`src/rtl/mmio_timer.sv`:
```
// mmio_timer: memory-mapped down-counting timer with prescaler, one-shot/periodic modes,
// a sticky expiry flag and a level interrupt.
module mmio_timer #(
  parameter int PRESCALE = 100
) (
  input  logic        clk,
  input  logic        reset,
  input  logic        we,
  input  logic [1:0]  addr,
  input  logic [31:0] wdata,
  output logic [31:0] rdata,
  output logic        irq
);
  logic        en_q, en_d, rl_q, rl_d, ie_q, ie_d, exp_q, exp_d;
  logic [31:0] load_q, load_d, count_q, count_d;
  logic [15:0] pre_q, pre_d;
  logic        tick, wr_ctrl, wr_load, wr_stat;
  always_comb begin
    wr_ctrl = we && addr == 2'd0;
    wr_load = we && addr == 2'd1;
    wr_stat = we && addr == 2'd3;
    tick    = en_q && pre_q == 16'(PRESCALE - 1);
    en_d    = en_q;
    rl_d    = rl_q;
    ie_d    = ie_q;
    load_d  = load_q;
    count_d = count_q;
    exp_d   = exp_q && !(wr_stat && wdata[0]);
    // a LOAD write on a tick edge suppresses the decrement and any expiry
    if (tick && !wr_load && count_q != 32'd0) begin
      if (count_q == 32'd1) begin
        exp_d   = 1'b1;
        count_d = rl_q ? load_q : 32'd0;
        en_d    = rl_q;
      end else begin
        count_d = count_q - 32'd1;
      end
    end
    if (wr_ctrl) {ie_d, rl_d, en_d} = wdata[2:0];
    if (wr_load) begin
      load_d  = wdata;
      count_d = wdata;
    end
    // prescaler parks at 0 whenever the timer is (or is about to be) disabled
    pre_d = (!en_q || !en_d || tick || wr_load) ? 16'd0 : pre_q + 16'd1;
  end
  always_ff @(posedge clk or negedge reset) begin
    if (!reset) begin
      en_q    <= 1'b0;
      rl_q    <= 1'b0;
      ie_q    <= 1'b0;
      exp_q   <= 1'b0;
      load_q  <= '0;
      count_q <= '0;
      pre_q   <= '0;
    end else begin
      en_q    <= en_d;
      rl_q    <= rl_d;
      ie_q    <= ie_d;
      exp_q   <= exp_d;
      load_q  <= load_d;
      count_q <= count_d;
      pre_q   <= pre_d;
    end
  end
  assign rdata = addr == 2'd0 ? {29'd0, ie_q, rl_q, en_q} :
                 addr == 2'd1 ? load_q :
                 addr == 2'd2 ? count_q : {31'd0, exp_q};
  assign irq = exp_q && ie_q;
endmodule
```
`config.mk`:
```
export PLATFORM = sky130hd
export DESIGN_NAME = mmio_timer
export DESIGN_NICKNAME = d
export VERILOG_FILES = /design/src/rtl/mmio_timer.sv
export SDC_FILE = /design/constraint.sdc
export NUM_CORES = 1
export LEC_CHECK = 0
export BUFFER_PORTS_ARGS = -buffer_cell sky130_fd_sc_hd__buf_4
export CORE_AREA = 3 3 99 101
export CTS_BUF_LIST = sky130_fd_sc_hd__clkbuf_8
export CTS_CLUSTER_SIZE = 20
export DETAILED_ROUTE_END_ITERATION = 12
export DIE_AREA = 0 0 102 104
export HOLD_SLACK_MARGIN = 0.05
export PLACE_DENSITY_LB_ADDON = 0.1
export SYNTH_ARGS = -nofsm -noshare
export SYNTH_HDL_FRONTEND = slang
export SYNTH_SLANG_ARGS = --single-unit
export TNS_END_PERCENT = 100
```
`constraint.sdc`:
```
create_clock -name clk -period 2.8 [get_ports clk]
set_input_delay 0.56 -clock clk [delete_from_list [all_inputs] [get_ports clk]]
set_output_delay 0.56 -clock clk [all_outputs]
set_load 0.005 [all_outputs]
```
==> run_results.csv <==
group,metric,value,unit
floorplan,dieWidth,102,um
layout,seq_area,0.00210,sq mm
power_and_ir_drop,p_leak,2.55,nW
sta,finalWorstSetupSlack,0.171,ns
setup_path,critPathBufInv,1,
synth,synth_top_family_by_area,"compound AO/OA/AOI/OAI gates",
setup_path,max_stage_delay,0.64,ns
global_route,antenna_found_initial,0,
power_and_ir_drop,vdd_drop_max,0.319,mV
synth,async_reset_ff_share,100,%
sta,finalMaxSlewViolations,0,
setup_path,crit_required,3.05,ns
drt,vias,4686,
worst_hold_path,hold_path.class,"input port to async pin",
setup_path,cp-end-kind,"register",
sta,grt_setup_unrepaired,"false",
floorplan,start_util,53.7,%
sta,setup_viol,0,
sta,hold_ws,0.218,ns
setup_path,worstSetupStartpointType,"register",
sta,relSlewSlack,48.9,%
synth,ys_top_cells_by_area,"dfrtp_1 (43%), nand2_1 (8.4%), a22o_1 (5.4%)",
placement,pre_cts_slack,0.282,ns
clocking,clock_tree.root_cell,"clkbuf_8",
status,status,"completed",
global_route,grt_overflow_total,0,
setup_path,cp_max_fo,7,
setup_path,worstPathArrival,2.88,ns
clocking,postCtsHoldBufs,0,
sta,min_period,2.63,ns
layout,nets,664,
synth,synthesis.area,0.00489,sq mm
global_route,grt_pass1_vias,4567,
clocking,post-cts-setup-buffer-count,0,
synth,synthTopCellsByCount,"nand2_1 (110), dfrtp_1 (84), nor2_1 (52)",
synth,synth_edf_count,0,
placement,hpwl,9.70,mm
synth,synth_warnings,0,
layout,drive_above_1_share,21.5,%
drt,wl_per_cell,19.2,um
synth,ys.flop_type,"dfrtp_1",
placement,port_buffers,69,
synth,synth-xor-area-share,2.33,%
setup_path,cp_common_cell,"nor2_1",
layout,areaGrowthSynthToFinish,18.2,%
synth,syn_inst,558,
drt,vias_per_cell,6.35,
global_route,grt_pass1_wl,23.5,mm
drt,final_antenna_net_count,0,
clocking,clkTransAtPathRegs,0.09,ns
setup_path,crit_slowest_cell,"nor2_1",
clocking,clock_sinks,84,
power_and_ir_drop,p_per_area,614,mW/mm^2
sta,hold_viol,0,
floorplan,rows,35,
floorplan,die_h,104,um
layout,nFillCells,801,
drt,finalWirelength,14.2,mm
layout,diodes,0,
synth,ys_ff_latch,84,
synth,yosys.area.top_type,"dfrtp_1",
global_route,grt_use_total,27.6,%
placement,placed_area,0.00556,sq mm
layout,fin_area,0.00578,sq mm
synth,synth_nets,599,
drt,drt-initial-drc-count,373,
clocking,clk_path_buf_depth,2,
clocking,cts_tree,"done",
synth,avgSynthCellArea,8.77,sq um
clocking,cts_max_level,3,
clocking,insertion_delay,0.36,ns
sta,max_freq,380,MHz
setup_path,worstSetupPathType,"register to register",
setup_path,reg2reg_setup_slack,0.17,ns
clocking,cts_buffers,9,
setup_path,critPathTopFamily,"simple AND/OR/NAND/NOR gates",
synth,synthMostInstantiatedCell,"nand2_1",
layout,multi_input_area,0.00261,sq mm
synth,synth_top_area_share,43.0,%
sta,finalClockSkew,0.0102,ns
setup_path,cp_cell_sequence,"inv_1 -> ha_1 -> nor4b_1 -> nand4_1 -> nor2_1 -> nor2_1 -> a311oi_1 -> o21ai_0",
sta,tightest_slew,0.764,ns
placement,place.gp.congestion,0.950,
sta,setup_tns,0,ns
synth,ys_types,59,
clocking,cts_resized,0,
global_route,grt_max_degree,51,
sta,fin_crit_sh,93.9,%
run,maxCapViolations,0,
synth,synthAdderAreaFrac,1.02,%
drt,firstDrtPassIters,5,
floorplan,fp.coreArea,0.00911,sq mm
synth,synth_compound_area_share,23.9,%
floorplan,io_pins,70,
synth,synth-simple-area-share,23.8,%
synth,yosysSeqAreaShare,43.0,%
floorplan,die-area,0.0106,sq mm
layout,utilization,63.5,%
drt,drcViolationCount,0,
synth,muxShareOfSynthArea,1.97,%
sequential cells by signal (all words and copies together), names as in the netlist:
signal / cells
count_q: 32
load_q: 32
pre_q: 16
en_q: 1
exp_q: 1
ie_q: 1
rl_q: 1
power breakdown:
part	leakage (nW)	internal, mW	switching (mW)	total (mW)
Sequential	1.07	1.41	0.288	1.70
Combinational	1.36	0.401	0.455	0.856
Clock	0.109	0.527	0.466	0.993
Total	2.55	2.34	1.21	3.55
area by class of cell:
class	count	share of cell area (%)
clock buffers	10	2.38
clock inverters	5	1.47
inverters	4	0.260
multi-input cells	433	45.1
flip-flops and latches	84	36.4
well taps	111	2.40
repair buffers	91	12.0
through the flow:
| step | total power, mW | std cells |
|---|---|---|
| after detailed placement | 2.56 | 723 |
| after floorplan | 2.17 | 558 |
| after global placement | 2.53 | 723 |
| after CTS | 3.55 | 738 |
| final | 3.55 | 738 |
| after global routing | 3.75 | 738 |
cell usage in the layout, fill, tap and decap left out, types with 8 or more instances in the layout:
cell / netlist / final
nor2_1: 52 / 51
clkbuf_8: 0 / 10
nor4_1: 9 / 9
nand2_1: 110 / 110
o21ai_0: 45 / 45
o21ai_1: 15 / 14
nand3_1: 12 / 12
dfrtp_1: 84 / 84
buf_4: 1 / 90
xor2_1: 8 / 8
a22o_1: 30 / 30
a221oi_1: 8 / 8
nor3_1: 16 / 16
a21oi_1: 28 / 28
layer usage:
layer / routed length [um] / vias to the layer above / GRT usage (%)
met5: 0 / - / 0
met2: 6720 / 209 / 42.6
met1: 6150 / 2283 / 40.0
met4: 235 / 0 / 8.53
li1: - / 2172 / -
met3: 1060 / 22 / 4.16
worst paths after layout:
| kind | startpoint | cells after the start | endpoint |
|---|---|---|---|
| worst max register to register | count_q[1] | 8 | count_q[8] |
| worst min register to register | load_q[27] | 2 | load_q[27] |
| worst max-delay path | count_q[1] | 8 | count_q[8] |
| min in group clk | wdata[23] | 3 | load_q[23] |
| worst min-delay path | reset | 1 | load_q[14] |
| max in group asynchronous | reset | 2 | count_q[28] |
logic make-up (layout without fill, tap and decap cells):
kind of cell             after synthesis  after routing
AND/OR/NAND/NOR                      242            242
adder cells (fa/ha/maj)                4              4
AO/OA/AOI/OAI                        166            166
multiplexers                           8              8
buffers and inverters                 41            110
flip-flops                            84             84
XOR/XNOR                              13             13
Power figures use the tool's default switching activity.
